<file path="config.mk">
export PLATFORM = sky130hd
export DESIGN_NAME = seq_extract_flat
export DESIGN_NICKNAME = d
export VERILOG_FILES = /design/src/rtl/seq_pkg.sv /design/src/rtl/seq_extract_if.sv /design/src/rtl/seq_align_dly.sv /design/src/rtl/seq_extract.sv /design/src/flat_wrapper.sv
export SDC_FILE = /design/constraint.sdc
export NUM_CORES = 1
export LEC_CHECK = 0
export ABC_AREA = 1
export BUFFER_PORTS_ARGS = -buffer_cell sky130_fd_sc_hd__buf_2
export CAP_MARGIN = 10
export CORE_AREA = 5 5 140 142
export DETAILED_ROUTE_END_ITERATION = 16
export DIE_AREA = 0 0 145 147
export GPL_TIMING_DRIVEN = 0
export PLACE_DENSITY = 0.76
export RECOVER_POWER = 25
export SYNTH_ARGS = -nofsm -noshare
export SYNTH_HDL_FRONTEND = slang
export SYNTH_SLANG_ARGS = --single-unit
</file>
<file path="constraint.sdc">
create_clock -name clk_245p76 -period 7.1 [get_ports clk_245p76]
set_input_delay 0.355 -clock clk_245p76 [delete_from_list [all_inputs] [get_ports clk_245p76]]
set_output_delay 0.355 -clock clk_245p76 [all_outputs]
set_load 0.01 [all_outputs]
</file>
<file path="src/rtl/seq_pkg.sv">
// Shared types and widths for the calibration-sequence extractor.
package seq_pkg;

   typedef enum logic [1:0] {
      IDLE    = 2'd0,
      CAPTURE = 2'd1,
      REPORT  = 2'd2
   } state_t;

   localparam int ANT_NUM_EN = 4;   // antennas that can ever be captured
   localparam int SEQ_IDX_W  = 7;
   localparam int CAP_ADDR_W = 10;  // {ant[2:0], seq[6:0]}
   localparam int ANT_W      = 3;
   localparam int SMP_W      = 32;  // {I[15:0], Q[15:0]}
   localparam int ERR_W      = 8;

endpackage

</file>
<file path="src/rtl/seq_extract_if.sv">
// Signal bundle between the uplink datapath, the extractor and the capture RAM.
interface seq_extract_if;
   import seq_pkg::*;

   logic [SMP_W-1:0]      ul_rdata;
   logic                  rx_seq_valid;
   logic [ANT_W-1:0]      rx_ant_cnt;
   logic [SEQ_IDX_W-1:0]  i_seq_cnt;
   logic [ANT_NUM_EN-1:0] reg_cal_ant_en;
   logic                  i_seq_extract_en;
   logic [SMP_W-1:0]      amp_seq0, amp_seq1, amp_seq2, amp_seq3;
   logic [SMP_W-1:0]      amp_seq4, amp_seq5, amp_seq6, amp_seq7;

   logic                  o_cap_wr;
   logic [CAP_ADDR_W-1:0] o_cap_addr;
   logic [SMP_W-1:0]      o_cap_data;
   logic                  o_done;
   logic                  o_abort;
   logic [ANT_W-1:0]      o_ant_idx;
   logic [SEQ_IDX_W-1:0]  o_smp_cnt;
   logic [ERR_W-1:0]      o_err_cnt;

   modport master (
      output ul_rdata, rx_seq_valid, rx_ant_cnt, i_seq_cnt, reg_cal_ant_en, i_seq_extract_en,
      output amp_seq0, amp_seq1, amp_seq2, amp_seq3, amp_seq4, amp_seq5, amp_seq6, amp_seq7,
      input  o_cap_wr, o_cap_addr, o_cap_data, o_done, o_abort, o_ant_idx, o_smp_cnt, o_err_cnt
   );

   modport slave (
      input  ul_rdata, rx_seq_valid, rx_ant_cnt, i_seq_cnt, reg_cal_ant_en, i_seq_extract_en,
      input  amp_seq0, amp_seq1, amp_seq2, amp_seq3, amp_seq4, amp_seq5, amp_seq6, amp_seq7,
      output o_cap_wr, o_cap_addr, o_cap_data, o_done, o_abort, o_ant_idx, o_smp_cnt, o_err_cnt
   );

endinterface

</file>
<file path="src/rtl/seq_align_dly.sv">
// Fixed-depth shift register that lines the window controls up with ul_rdata.
module seq_align_dly #(
   parameter int ALIGN_DLY = 11,
   parameter int WIDTH     = 11
) (
   input  logic             clk,
   input  logic             rst,
   input  logic [WIDTH-1:0] din,
   output logic [WIDTH-1:0] dout
);

   logic [WIDTH-1:0] sr_p [ALIGN_DLY];

   // shift controls one stage per cycle; reset empties the whole line
   always_ff @(posedge clk or posedge rst) begin
      if (rst) begin
         for (int i = 0; i < ALIGN_DLY; i++) sr_p[i] <= '0;
      end else begin
         sr_p[0] <= din;
         for (int i = 1; i < ALIGN_DLY; i++) sr_p[i] <= sr_p[i-1];
      end
   end

   assign dout = sr_p[ALIGN_DLY-1];

endmodule

</file>
<file path="src/rtl/seq_extract.sv">
// Uplink calibration-sequence extractor: captures enabled-antenna windows into
// the capture RAM and reports sample/mismatch counts per window.
// Optional macro SEQ_EXTRACT_CMP_EN enables the amp_seq comparator; without it
// o_err_cnt stays 0 and amp_seq* are ignored.
// Outputs are registered from the decision taken on the aligned controls, so
// o_cap_wr/o_done/o_abort are visible in the cycle the FSM sits in the
// corresponding state.
module seq_extract
   import seq_pkg::*;
#(
   parameter int ALIGN_DLY = 11,
   parameter int MAX_LEN   = 127
) (
   input  logic         clk_245p76,
   input  logic         asy_rst,
   seq_extract_if.slave bus
);

   logic                 valid_d;
   logic [ANT_W-1:0]     ant_d;
   logic [SEQ_IDX_W-1:0] seq_d;
   logic                 valid_d_p1;
   state_t               state_q, state_d;
   logic [ANT_W-1:0]     cur_ant_q;
   logic [SEQ_IDX_W-1:0] smp_cnt_q;
   logic [ERR_W-1:0]     err_cnt_q;
   logic                 ant_en, rise, wr, fresh, report, abort, mism;

   function automatic logic [SEQ_IDX_W-1:0] sat_smp_inc(input logic [SEQ_IDX_W-1:0] c);
      if (c >= SEQ_IDX_W'(MAX_LEN)) return SEQ_IDX_W'(MAX_LEN);
      return c + 1'b1;
   endfunction

   function automatic logic [ERR_W-1:0] sat_err_inc(input logic [ERR_W-1:0] c, input logic inc);
      if (!inc || (c == '1)) return c;
      return c + 1'b1;
   endfunction

   seq_align_dly #(
      .ALIGN_DLY (ALIGN_DLY),
      .WIDTH     (1 + ANT_W + SEQ_IDX_W)
   ) u_align (
      .clk  (clk_245p76),
      .rst  (asy_rst),
      .din  ({bus.rx_seq_valid, bus.rx_ant_cnt, bus.i_seq_cnt}),
      .dout ({valid_d, ant_d, seq_d})
   );

   assign ant_en = bus.i_seq_extract_en & (ant_d < ANT_W'(ANT_NUM_EN))
                 & bus.reg_cal_ant_en[ant_d[1:0]];
   assign rise   = valid_d & ~valid_d_p1;

`ifdef SEQ_EXTRACT_CMP_EN
   logic [SMP_W-1:0] exp_smp;

   // pick the expected sample; it is compared on the same edge the sample is captured
   always_comb begin
      exp_smp = bus.amp_seq7;
      case (seq_d[2:0])
         3'd0: exp_smp = bus.amp_seq0;
         3'd1: exp_smp = bus.amp_seq1;
         3'd2: exp_smp = bus.amp_seq2;
         3'd3: exp_smp = bus.amp_seq3;
         3'd4: exp_smp = bus.amp_seq4;
         3'd5: exp_smp = bus.amp_seq5;
         3'd6: exp_smp = bus.amp_seq6;
         default: exp_smp = bus.amp_seq7;
      endcase
   end

   assign mism = (bus.ul_rdata != exp_smp);
`else
   logic unused_amp;
   assign unused_amp = ^{bus.amp_seq0, bus.amp_seq1, bus.amp_seq2, bus.amp_seq3,
                         bus.amp_seq4, bus.amp_seq5, bus.amp_seq6, bus.amp_seq7};
   assign mism = 1'b0;
`endif

   // previous aligned valid, for rising-edge detection
   always_ff @(posedge clk_245p76 or posedge asy_rst) begin
      if (asy_rst) valid_d_p1 <= 1'b0;
      else         valid_d_p1 <= valid_d;
   end

   // FSM state register
   always_ff @(posedge clk_245p76 or posedge asy_rst) begin
      if (asy_rst) state_q <= IDLE;
      else         state_q <= state_d;
   end

   // next state plus per-cycle write/report/abort decisions
   always_comb begin
      state_d = state_q;
      wr      = 1'b0;
      fresh   = 1'b0;
      report  = 1'b0;
      abort   = 1'b0;
      case (state_q)
         IDLE: begin
            if (rise && ant_en) begin
               state_d = CAPTURE;
               wr      = 1'b1;
               fresh   = 1'b1;
            end
         end
         CAPTURE: begin
            if (!bus.i_seq_extract_en) begin
               state_d = IDLE;
               abort   = 1'b1;
            end else if (!valid_d || (ant_d != cur_ant_q)) begin
               state_d = REPORT;
               report  = 1'b1;
            end else begin
               wr = 1'b1;
            end
         end
         REPORT: begin
            if (valid_d && ant_en) begin
               state_d = CAPTURE;
               wr      = 1'b1;
               fresh   = 1'b1;
            end else begin
               state_d = IDLE;
            end
         end
         default: state_d = IDLE;
      endcase
   end

   // per-window antenna, sample and mismatch counters
   always_ff @(posedge clk_245p76 or posedge asy_rst) begin
      if (asy_rst) begin
         cur_ant_q <= '0;
         smp_cnt_q <= '0;
         err_cnt_q <= '0;
      end else if (fresh) begin
         cur_ant_q <= ant_d;
         smp_cnt_q <= SEQ_IDX_W'(1);
         err_cnt_q <= ERR_W'(mism);
      end else if (wr) begin
         smp_cnt_q <= sat_smp_inc(smp_cnt_q);
         err_cnt_q <= sat_err_inc(err_cnt_q, mism);
      end
   end

   // capture RAM write port
   always_ff @(posedge clk_245p76 or posedge asy_rst) begin
      if (asy_rst) begin
         bus.o_cap_wr   <= 1'b0;
         bus.o_cap_addr <= '0;
         bus.o_cap_data <= '0;
      end else begin
         bus.o_cap_wr <= wr;
         if (wr) begin
            bus.o_cap_addr <= {ant_d, seq_d};
            bus.o_cap_data <= bus.ul_rdata;
         end
      end
   end

   // window result pulses and held report values
   always_ff @(posedge clk_245p76 or posedge asy_rst) begin
      if (asy_rst) begin
         bus.o_done    <= 1'b0;
         bus.o_abort   <= 1'b0;
         bus.o_ant_idx <= '0;
         bus.o_smp_cnt <= '0;
         bus.o_err_cnt <= '0;
      end else begin
         bus.o_done  <= report;
         bus.o_abort <= abort;
         if (report) begin
            bus.o_ant_idx <= cur_ant_q;
            bus.o_smp_cnt <= smp_cnt_q;
            bus.o_err_cnt <= err_cnt_q;
         end
      end
   end

endmodule

</file>
<file path="src/flat_wrapper.sv">
// flat-port wrapper written by rule: the top's interface ports become plain ports
module seq_extract_flat import seq_pkg::*;
#(
   parameter int ALIGN_DLY = 11,
   parameter int MAX_LEN   = 127
)
  (clk_245p76, asy_rst, bus_ul_rdata, bus_rx_seq_valid, bus_rx_ant_cnt, bus_i_seq_cnt, bus_reg_cal_ant_en, bus_i_seq_extract_en, bus_amp_seq0, bus_amp_seq1, bus_amp_seq2, bus_amp_seq3, bus_amp_seq4, bus_amp_seq5, bus_amp_seq6, bus_amp_seq7, bus_o_cap_wr, bus_o_cap_addr, bus_o_cap_data, bus_o_done, bus_o_abort, bus_o_ant_idx, bus_o_smp_cnt, bus_o_err_cnt);
  seq_extract_if bus_i ();
  input  logic clk_245p76;
  input  logic asy_rst;
  input wire logic [$bits(bus_i.ul_rdata)-1:0] bus_ul_rdata;
  input wire logic [$bits(bus_i.rx_seq_valid)-1:0] bus_rx_seq_valid;
  input wire logic [$bits(bus_i.rx_ant_cnt)-1:0] bus_rx_ant_cnt;
  input wire logic [$bits(bus_i.i_seq_cnt)-1:0] bus_i_seq_cnt;
  input wire logic [$bits(bus_i.reg_cal_ant_en)-1:0] bus_reg_cal_ant_en;
  input wire logic [$bits(bus_i.i_seq_extract_en)-1:0] bus_i_seq_extract_en;
  input wire logic [$bits(bus_i.amp_seq0)-1:0] bus_amp_seq0;
  input wire logic [$bits(bus_i.amp_seq1)-1:0] bus_amp_seq1;
  input wire logic [$bits(bus_i.amp_seq2)-1:0] bus_amp_seq2;
  input wire logic [$bits(bus_i.amp_seq3)-1:0] bus_amp_seq3;
  input wire logic [$bits(bus_i.amp_seq4)-1:0] bus_amp_seq4;
  input wire logic [$bits(bus_i.amp_seq5)-1:0] bus_amp_seq5;
  input wire logic [$bits(bus_i.amp_seq6)-1:0] bus_amp_seq6;
  input wire logic [$bits(bus_i.amp_seq7)-1:0] bus_amp_seq7;
  output wire logic [$bits(bus_i.o_cap_wr)-1:0] bus_o_cap_wr;
  output wire logic [$bits(bus_i.o_cap_addr)-1:0] bus_o_cap_addr;
  output wire logic [$bits(bus_i.o_cap_data)-1:0] bus_o_cap_data;
  output wire logic [$bits(bus_i.o_done)-1:0] bus_o_done;
  output wire logic [$bits(bus_i.o_abort)-1:0] bus_o_abort;
  output wire logic [$bits(bus_i.o_ant_idx)-1:0] bus_o_ant_idx;
  output wire logic [$bits(bus_i.o_smp_cnt)-1:0] bus_o_smp_cnt;
  output wire logic [$bits(bus_i.o_err_cnt)-1:0] bus_o_err_cnt;
  assign bus_i.ul_rdata = bus_ul_rdata;
  assign bus_i.rx_seq_valid = bus_rx_seq_valid;
  assign bus_i.rx_ant_cnt = bus_rx_ant_cnt;
  assign bus_i.i_seq_cnt = bus_i_seq_cnt;
  assign bus_i.reg_cal_ant_en = bus_reg_cal_ant_en;
  assign bus_i.i_seq_extract_en = bus_i_seq_extract_en;
  assign bus_i.amp_seq0 = bus_amp_seq0;
  assign bus_i.amp_seq1 = bus_amp_seq1;
  assign bus_i.amp_seq2 = bus_amp_seq2;
  assign bus_i.amp_seq3 = bus_amp_seq3;
  assign bus_i.amp_seq4 = bus_amp_seq4;
  assign bus_i.amp_seq5 = bus_amp_seq5;
  assign bus_i.amp_seq6 = bus_amp_seq6;
  assign bus_i.amp_seq7 = bus_amp_seq7;
  assign bus_o_cap_wr = bus_i.o_cap_wr;
  assign bus_o_cap_addr = bus_i.o_cap_addr;
  assign bus_o_cap_data = bus_i.o_cap_data;
  assign bus_o_done = bus_i.o_done;
  assign bus_o_abort = bus_i.o_abort;
  assign bus_o_ant_idx = bus_i.o_ant_idx;
  assign bus_o_smp_cnt = bus_i.o_smp_cnt;
  assign bus_o_err_cnt = bus_i.o_err_cnt;
  seq_extract #(.ALIGN_DLY(ALIGN_DLY), .MAX_LEN(MAX_LEN)) u_core (.clk_245p76(clk_245p76), .asy_rst(asy_rst), .bus(bus_i));
endmodule
</file>
; Word level (Yosys, flattened, before mapping)
; Cells that the tools add are included.
[classes]
eq_ne = 6
n_reduce_logical = 8
muxes = 30
addsub = 2
n_lt_le_gt_ge = 3
n_bitwise = 4
[ops]
columns = op, n
row1 = $mux 7, 4
row2 = $mux 8, 3
row3 = $mux 1, 16
row4 = $add 8x1->8 const B, 1
row5 = $add 7x1->7 const B, 1
row6 = $ge 7x7->1 const B, 1
row7 = $mux 2, 3
row8 = $pmux 2 s3, 1
row9 = $ne 2x1->1 const B, 2
row10 = $reduce_and 2->1, 2
row11 = $and 1x1->1, 3
row12 = $lt 2x3->1 const B, 1
row13 = $lt 3x3->1 const B, 1
row14 = $ne 3x2->1 const B, 1
row15 = $ne 3x3->1, 1
row16 = $pmux 1 s3, 1
row17 = $bmux 1 s2, 1
row18 = $eq 2x1->1 const B, 1
row19 = $eq 2x2->1 const B, 1
row20 = $logic_and 1x1->1, 2
row21 = $logic_not 2->1, 1
row22 = $pmux 1 s2, 1
row23 = $reduce_bool 2->1, 1
row24 = $logic_not 1->1, 1
row25 = other kinds (2), 2
[word_totals]
register_bits = 205
inputBits = 306
elab_cells = 77

; Longest topological paths before layout
; Gate-level depths: netlist of the first run.
[depth]
ltp_word = 11
ltp_mapped = 11
mapped_depth_nobuf = 9

; By module
; From an unflattened synthesis of the first run, not the netlist that was laid out.
[hier_totals]
cells_unflattened = 520
hier_area_um2 = 6666.4
[by_module_without_submodules]
columns = mod, area_each_um2, cells_per_inst, instances
row1 = seq_extract, 3552.2, 387, 1
row2 = seq_align_dly, 3114.2, 133, 1

; Least setup slack after synthesis of the first run
; OpenSTA, ideal clock, no wires.
[synth_path]
path_type = register to register
start = reg u_core.u_align.sr_p, in the netlist u_core.u_align.dout[9]
end = reg u_core.smp_cnt_q[1]
path_buffers = 2
arrival_time_ps = 1311
period_less_slack_ps = 1431
path_stages_with_launch = 9
setup_slack_ps = 5669
cell_sequence = dfrtp_1 nor3b_4 nand3_4 nand2_2 inv_2 buf_6 buf_6 nand3_2 nand2_1
[synth_between]
elab_chain_len = 7
word_cells_on_any_way = 15
classes_between = order compare (1) / eq/ne (1) / mux (7) / bitwise (2) / reduce/logical (4)
[synth_rtl]
columns = element, line_no
row1 = start: declaration, seq_align_dly.sv:12  ; logic [WIDTH-1:0] sr_p [ALIGN_DLY];
row2 = $lt 3x3->1, seq_extract.sv:49  ; assign ant_en = bus.i_seq_extract_en & (ant_d < ANT_W'(ANT_NUM_EN))
row3 = $and 1x1->1, seq_extract.sv:49
row4 = $and 1x1->1, seq_extract.sv:50  ; & bus.reg_cal_ant_en[ant_d[1:0]];
row5 = "$logic_and 1x1->1, on equally long branches", "seq_extract.sv:118, seq_extract.sv:100"
row6 = "$mux 1, on equally long branches", "seq_extract.sv:118, seq_extract.sv:100"
row7 = $pmux 1 s3 / $pmux 1 s2 (equally long branches), seq_extract.sv:98  ; case (state_q)
row8 = $reduce_bool 2->1 (no line) / $mux 7 (equally long branches), --
row9 = end signal: assignment, seq_extract.sv:141  ; smp_cnt_q <= sat_smp_inc(smp_cnt_q);
row10 = end: declaration, seq_extract.sv:25  ; logic [SEQ_IDX_W-1:0] smp_cnt_q;
; Parallel ways exist; a longest one is shown, timed or not.
; A chain may end at the register's enable or synchronous reset.

; Worst setup path after layout of the first run
[layout_path]
start = reg u_core.u_align.sr_p, in the netlist u_core.u_align.dout[7]
end = reg u_core.bus.o_cap_addr[8]
[layout_between]
elab_chain_len = 6
word_cells_on_any_way = 14
classes_between = order compare (1) / eq/ne (1) / mux (7) / bitwise (2) / reduce/logical (3)
[layout_rtl]
columns = element, line_no
row1 = $lt 3x3->1 / $bmux 1 s2 (equally long branches), "seq_extract.sv:49, seq_extract.sv:50"
row2 = $and 1x1->1 / $mux 1 (equally long branches), "seq_extract.sv:49, seq_extract.sv:50"
row3 = $and 1x1->1, seq_extract.sv:50
row4 = "$logic_and 1x1->1, on equally long branches", "seq_extract.sv:118, seq_extract.sv:100"
row5 = "$mux 1, on equally long branches", "seq_extract.sv:118, seq_extract.sv:100"
row6 = $pmux 1 s3 *, seq_extract.sv:98
row7 = end signal: assignment, seq_extract.sv:155  ; bus.o_cap_addr <= {ant_d, seq_d};
row8 = end: declaration, seq_extract_if.sv:32  ; output o_cap_wr, o_cap_addr, o_cap_data, o_done, o_abort, o_ant_idx, o_smp_cnt, o_err_cnt
; Every way passes the cells marked *; elsewhere a longest branch is shown, timed or not. The select of a mux whose other input is x is not followed.

==> results of run 1 <==
## critical path: cells and delay by family, from the launching register on
kind	cells	cell delay [ns]
flops	1	0.53
buf+inv	2	0.38
simple gates	7	0.93
## area by class of cell
| type | count | area, um^2 | share of cell area |
|---|---|---|---|
| clock buffer | 30 | 619.3 | 0.07556 |
| tap | 234 | 292.8 | 0.03572 |
| multi-input combinational | 252 | 1181 | 0.1441 |
| clock inverter | 5 | 31.28 | 0.003816 |
| inverter | 33 | 131.4 | 0.01603 |
| buffer | 18 | 102.6 | 0.01252 |
| timing repair buffer | 125 | 708.2 | 0.08640 |
| sequential | 205 | 5130 | 0.6259 |
## Yosys cell counts, types with 2 or more instances
library cell,instances
nand2_1,138
buf_2,12
o21ai_0,23
nand2_2,2
dfrtp_1,205
nand3_2,11
o21ai_1,2
nor2_1,22
buf_6,2
xor2_1,2
nand3_1,46
clkbuf_1,2
inv_2,2
inv_1,31
## power breakdown
group / switching [uW] / internal [uW]
Sequential: 67.6 / 1300
Combinational: 189 / 126
Clock: 422 / 604
## what timing repair did
item / 4_1_cts / 5_1_grt
setup endpoints to repair: 0 / 0
resized for setup: 0 / 0
hold endpoints to repair: 91 / 0
hold buffers: 12 / 0
## layout by cell type (no fill, tap or decap)
cell type and count:
dfrtp_1 205, nand2_1 138, buf_2 124, nand3_1 46, inv_1 30, o21ai_0 23
nor2_1 22, clkbuf_16 21, dlygate4sd3_1 12, nand3_2 11, clkbuf_8 6, clkbuf_1 5
clkinv_2 3, inv_2 2, nand2_2 2, o21ai_1 2, xor2_1 2, buf_6 2
nor3b_4 1, nand4_4 1, nand3_4 1, buf_4 1, clkbuf_2 1, inv_8 1
nand4_1 1, xnor2_1 1, ha_1 1, inv_6 1, clkinvlp_4 1, buf_16 1
## routing by layer
layer  routed length [um]  GRT usage
met5                    0          0
met4                  332    0.03861
met3                 1048    0.03948
met2                 6741     0.2131
met1                 5717     0.1638
## cells by family after synthesis
group / count (synthesis) / synth area share
and+or+nand+nor: 223 / 0.1556
DFF: 205 / 0.7847
xor gates and xnor gates: 3 / 0.004020
adders and majority gates: 1 / 0.001914
buffers and inverters: 51 / 0.03464
AOI/OAI and AO/OA: 25 / 0.01914
## flip-flops by register name, summed over array words and instances, names as in the netlist
name and count:
u_core.bus.o_smp_cnt 7, u_core.bus.o_abort 1, u_core.cur_ant_q 3, u_core.bus.o_cap_data 32
u_core.bus.o_cap_wr 1, u_core.err_cnt_q 8, u_core.bus.o_err_cnt 8, u_core.bus.o_ant_idx 3
u_core.bus.o_done 1, u_core.u_align.sr_p 110, u_core.state_q 2, u_core.smp_cnt_q 7
u_core.u_align.dout 11, u_core.bus.o_cap_addr 10, u_core.valid_d_p1 1
## worst max-delay path by stage
stage	cells past startpoint	slack (ns)	to	start
after floorplan	1	1.15	u_core.bus.o_abort	asy_rst
after global placement	2	-0.73	u_core.bus.o_cap_data[18]	asy_rst
after detailed placement	9	5.25	u_core.bus.o_cap_addr[4]	u_core.u_align.dout[7]
after CTS	9	5.21	u_core.bus.o_cap_addr[8]	u_core.u_align.dout[7]
after global routing	9	5.08	u_core.bus.o_cap_data[2]	u_core.u_align.dout[7]
final	9	5.19	u_core.bus.o_cap_addr[8]	u_core.u_align.dout[7]
## per-stage QoR
step	worst slack [ns]	cells	utilization
finish	5.192	902	0.4472
global route	5.075	902	0.4472
CTS	5.213	902	0.4472
detailed placement	5.250	855	0.4051
floorplan	1.149	508	-
global placement	-0.7324	854	0.4032
==> run metrics, run 1 <==
hold path depth=2; Design Power=2712 uW; fin area=8197 um^2; Critical Path Max Stage Delay=0.53 ns; Boundary Pins=369; Area Growth Syn to Fin=25.38%; Lkg Pwr=0.004221 uW; CP max FO=10; FF-to-FF setup slack=5.19 ns; Worst Path Arrival=2.32 ns; initial drt markers=212; Area contributors post-synth=dfrtp_1 (78%), nand2_1 (7.9%), nand3_1 (3.5%); clock sink total=205; vias in the first global route=4256; FF-to-FF End=u_core.bus.o_cap_addr[8]; post-synthesis sequential area ratio=0.7847; global route total overflow=0; layout cells sized above 1=0.2695; placed instance area=7426 um^2; post-DP HPWL=9279 um; Max-slew headroom=0.5944; YS warnings=0; Num CTS Buffers=21; postcts setup bufs=0; Die Y=147 um; DIE AREA=21320 um^2; via count=3992; pwr/cell area=330.8 nW/um^2; Setup Skew=0.008861 ns; critical path cell sequence=inv_2, nand2_1, nand3_1, nand2_2, nand4_4, nand3_2, buf_2, nand2_1, nand2_1; Primary FF master, synth=dfrtp_1; WHS=0.02439 ns; Post-synth EDFFs=0; Worst-path clk slew=0.06 ns; Worst path slowest cell=dfrtp_1; Global Route Usage Sum=0.1287; Final period util=0.2687; Final Max Slew Viols=0; Final TNS setup=0 ns; result of the run=complete, no violations; Hold Path Class=input pin to register; IO buf count=112; clock latency on the worst-skew pair=0.49 ns; Rows=50; first-pass GRT wire length=22260 um; pin count of the biggest net entering global routing=126; Nets=963; GPL Wtd Cong=0.8558; H-tree lvl count=1; Min-Delay Endpoint=u_core.bus.o_abort; maximum VDD drop=0.1980 mV; RSZ-0062 raised after global routing=no; initial antenna violation count=0; CTS root buffer=clkbuf_16; fmax=0.5242 GHz; Fin. Hold Viols=0; CTS tree=done; per-cell routed wire length=15.34 um; Setup violations, final=0; CP most frequent cell=nand2_1; Ant. Diodes=0; Via density=4.426; detailed-route DRC error count=0; Hold Path Origin=bus_i_seq_extract_en; core area=18330 um^2; chip width=145 um; post-route ant nets=0; Synth Register Bits=205; Worst Reg-to-Reg Cells=9; Critical Path Source Type=register; area leader, netlist=dfrtp_1; critical path class=register to register; Gate Count Post-Synth=508; Unique masters post-synth=22; Initial Utilization=0.3567; fill cell count=1618; CTS max path bufs=3; mapped cell area=6538 um^2; Yosys top cell area share=0.7847; Final min period=1.908 ns; Final Routed Wirelength=13840 um; Max-cap violations=0; r2r startpoint=u_core.u_align.dout[7]; First-pass DRT Iterations=4; Mean Syn Cell Area=12.87 um^2; Worst-Margin Slew=0.6084 ns; worst path required time=7.52 ns; critical path endpoint category=register; ys async rst share=1.000; syn_nets=815
Power figures use the tool's default switching activity.
==> run 2: changes to the inputs <==
--- a/config.mk
+++ b/config.mk
@@ -12,7 +12,7 @@
 export DETAILED_ROUTE_END_ITERATION = 16
 export DIE_AREA = 0 0 145 147
 export GPL_TIMING_DRIVEN = 0
-export PLACE_DENSITY = 0.76
+export PLACE_DENSITY = 0.78
 export RECOVER_POWER = 25
 export SYNTH_ARGS = -nofsm -noshare
 export SYNTH_HDL_FRONTEND = slang
==> constraint.sdc (replaced) <==
create_clock -name clk_245p76 -period 1.6 [get_ports clk_245p76]
set_input_delay 0.08 -clock clk_245p76 [delete_from_list [all_inputs] [get_ports clk_245p76]]
set_output_delay 0.08 -clock clk_245p76 [all_outputs]
set_load 0.01 [all_outputs]
==> run metrics, run 2 (synthesis gave the netlist of run 1 again) <==
Area Growth Syn to Fin=41.44%; H-tree lvl count=1 (unchanged); CTS root buffer=clkbuf_16; critical path endpoint category=register; Via density=4.696 (+6.1%); chip width=145 um (unchanged); Setup Skew=0.01493 ns (+0.006073 ns); Worst Reg-to-Reg Cells=9 (unchanged); Boundary Pins=369 (unchanged); Nets=1022 (+6.1%); r2r startpoint=u_core.u_align.dout[7]; Final TNS setup=-0.6248 ns (-0.6248 ns); post-DP HPWL=9736 um (+4.9%); CTS tree=done; Fin. Hold Viols=0 (unchanged); IO buf count=112 (unchanged); WHS=0.1849 ns (+0.1606 ns); commonest non-fill, non-tap cell in the layout=dfrtp_1; maximum VDD drop=1.216 mV (+510%); fmax=0.6071 GHz (+16%); worst path required time=1.96 ns (-5.56 ns); Critical Path Max Stage Delay=0.48 ns (-0.05 ns); CP most frequent cell=nand2_1; post-route ant nets=0 (unchanged); final core occ=0.5044 (+0.05727); Worst-Margin Slew=0.4861 ns (-0.1222 ns); DIE AREA=21320 um^2 (unchanged); critical path class=register to register; critical path cell sequence=inv_4, nand2_2, nand3_2, nand2_4, nand4_4, nand3_4, clkbuf_16, nand2_1, nand2_1; Final min period=1.647 ns (-0.2605 ns); layout cells sized above 1=0.3466 (+0.07711); detailed-route DRC error count=0 (unchanged); per-cell routed wire length=17.17 um (+12%); Worst Setup EP=u_core.bus.o_cap_data[16]; clock latency on the worst-skew pair=0.49 ns (about the same); Final Max Slew Viols=0 (unchanged); Num CTS Buffers=21 (unchanged); Worst path slowest cell=dfrtp_2; Biggest register=u_core.u_align.sr_p; Final Routed Wirelength=16570 um (+20%); CTS max path bufs=3 (unchanged); Critical Path Source Type=register; GPL Wtd Cong=0.8388 (-2.0%); met1 global-route usage=0.1786 (+0.01481); fill cell count=1467 (-9.3%); FF-to-FF setup slack=-0.05 ns (-5.24 ns); Hold Path Class=input pin to async pin; RSZ-0062 raised after global routing=yes; Rows=50 (unchanged); Stages on worst setup path=9 (unchanged); Lkg Pwr=0.004649 uW (+10%); FF-to-FF End=u_core.bus.o_cap_data[16]; initial drt markers=271 (+28%); via count=4532 (+14%); Cell Count, Final, Fillers Out=965 (+7.0%); Max-slew headroom=0.6752 (+0.08081); fin area=9246 um^2 (+13%); dpl cells=860 (+0.58%); Worst setup startpoint=u_core.u_align.dout[7]; vias in the first global route=4825 (+13%); busiest grt layer=met2; met3 Track Usage GR=0.05120 (+0.01172); clock sink total=205 (unchanged); Setup violations, final=39 (+39); Worst-path clk slew=0.06 ns (about the same); placed instance area=7515 um^2 (+1.2%); initial antenna violation count=1 (+1); critical path's top delay family=simple AND/OR/NAND/NOR gates; Max-cap violations=0 (unchanged); setup ws final=-0.04730 ns (-5.240 ns); CP max FO=7 (-3); max reg flops=110 (unchanged); most frequent cells in the layout=dfrtp_1 (202), nand2_1 (115), buf_2 (113), dlygate4sd3_1 (45), nand3_1 (35); Final period util=1.030 (+0.7609); Global Route Usage Sum=0.1487 (+0.02003); first-pass GRT wire length=25610 um (+15%); pwr/cell area=1420 nW/um^2 (+330%); result of the run=finished, violations left; Initial Utilization=0.3567 (unchanged); pin count of the biggest net entering global routing=37 (-71%); global route total overflow=0 (unchanged); Worst Path Buf+Inv=2 (unchanged); core area=18330 um^2 (unchanged); grt met2 use=0.2415 (+0.02837); Worst Path Arrival=2.01 ns (-0.31 ns); First-pass DRT Iterations=4 (unchanged); Die Y=147 um (unchanged); failing checks=setup timing
-- run 2: cell count changes in the layout (fill, tap and decap cells not counted), moves of 5 or more --
cell	previous run	this run
dlygate4sd3_1	12	45
nand2_1	138	115
nand2_2	2	22
buf_4	1	18
buf_2	124	113
nand3_1	46	35
buf_6	2	12
buf_12	0	7
nand3_2	11	18
bufinv_16	0	5
-- run 2: routing by layer --
layer | up-vias | part of all wire
met1 | 2263 | 0.37
li1 | 2014 | -
met2 | 184 | 0.50
met4 | 0 | 0.056
met3 | 71 | 0.078
met5 | - | 0
-- run 2: final cells by class --
| type | count | area, um^2 | share of cell area |
|---|---|---|---|
| flip-flops and latches | 205 | 5134 | 0.5552 |
| multi-input cells | 253 | 1374 | 0.1486 |
| repair buffers | 183 | 1339 | 0.1448 |
| clock buffers | 28 | 591.8 | 0.06401 |
| well taps | 234 | 292.8 | 0.03166 |
| plain buffers | 18 | 197.7 | 0.02138 |
| clock inverters | 10 | 182.7 | 0.01976 |
| inverters | 33 | 132.6 | 0.01434 |
| diodes | 1 | 2.502 | 0.0002706 |
-- run 2: what timing repair did --
| item | 4_1_cts | 5_1_grt |
|---|---|---|
| pin swaps | 4 | 19 |
| hold endpoints to repair | 189 | 0 |
| gates cloned | 2 | 3 |
| resized for setup | 29 | 66 |
| hold buffers | 45 | 0 |
| endpoints found under the setup margin | 80 | 78 |
| buffers inserted | 10 | 6 |
-- run 2: metrics by stage --
stage | setup WS [ns] | power, uW
after floorplan | -1.138 | 6828
after global placement | -2.172 | 7465
after detailed placement | -0.2557 | 7587
after CTS | 0.006741 | 13120
after global routing | -0.1285 | 13690
final | -0.04730 | 13130
-- run 2: worst min-delay path by stage --
stage / from / end / slack, ns / depth (start not counted)
6_report: asy_rst / u_core.u_align.sr_p[86] / 0.18 / 3
5_1_grt: asy_rst / u_core.bus.o_done / 0.21 / 3
4_1_cts: asy_rst / u_core.u_align.sr_p[86] / 0.16 / 3
3_5_place_dp: asy_rst / u_core.u_align.sr_p[114] / 0.13 / 2
3_3_place_gp: bus_rx_ant_cnt[2] / u_core.u_align.sr_p[119] / 0.19 / 1
2_1_floorplan: bus_i_seq_cnt[0] / u_core.u_align.sr_p[110] / 0.11 / 0
-- run 2: where the power goes --
part / switching (uW) / internal, uW / leakage [uW] / total (uW)
Combinational: 949 / 685 / 0.00177 / 1630
Clock: 1970 / 3420 / 0.000383 / 5380
Sequential: 332 / 5780 / 0.00250 / 6120
Total: 3250 / 9890 / 0.00465 / 13100
-- run 2: worst register-to-register path: cells and delay by family (launching register included) --
kind | cells | cell delay (ns)
AND/OR/NAND/NOR | 7 | 0.70
buffers and inverters | 2 | 0.34
flip-flops | 1 | 0.48
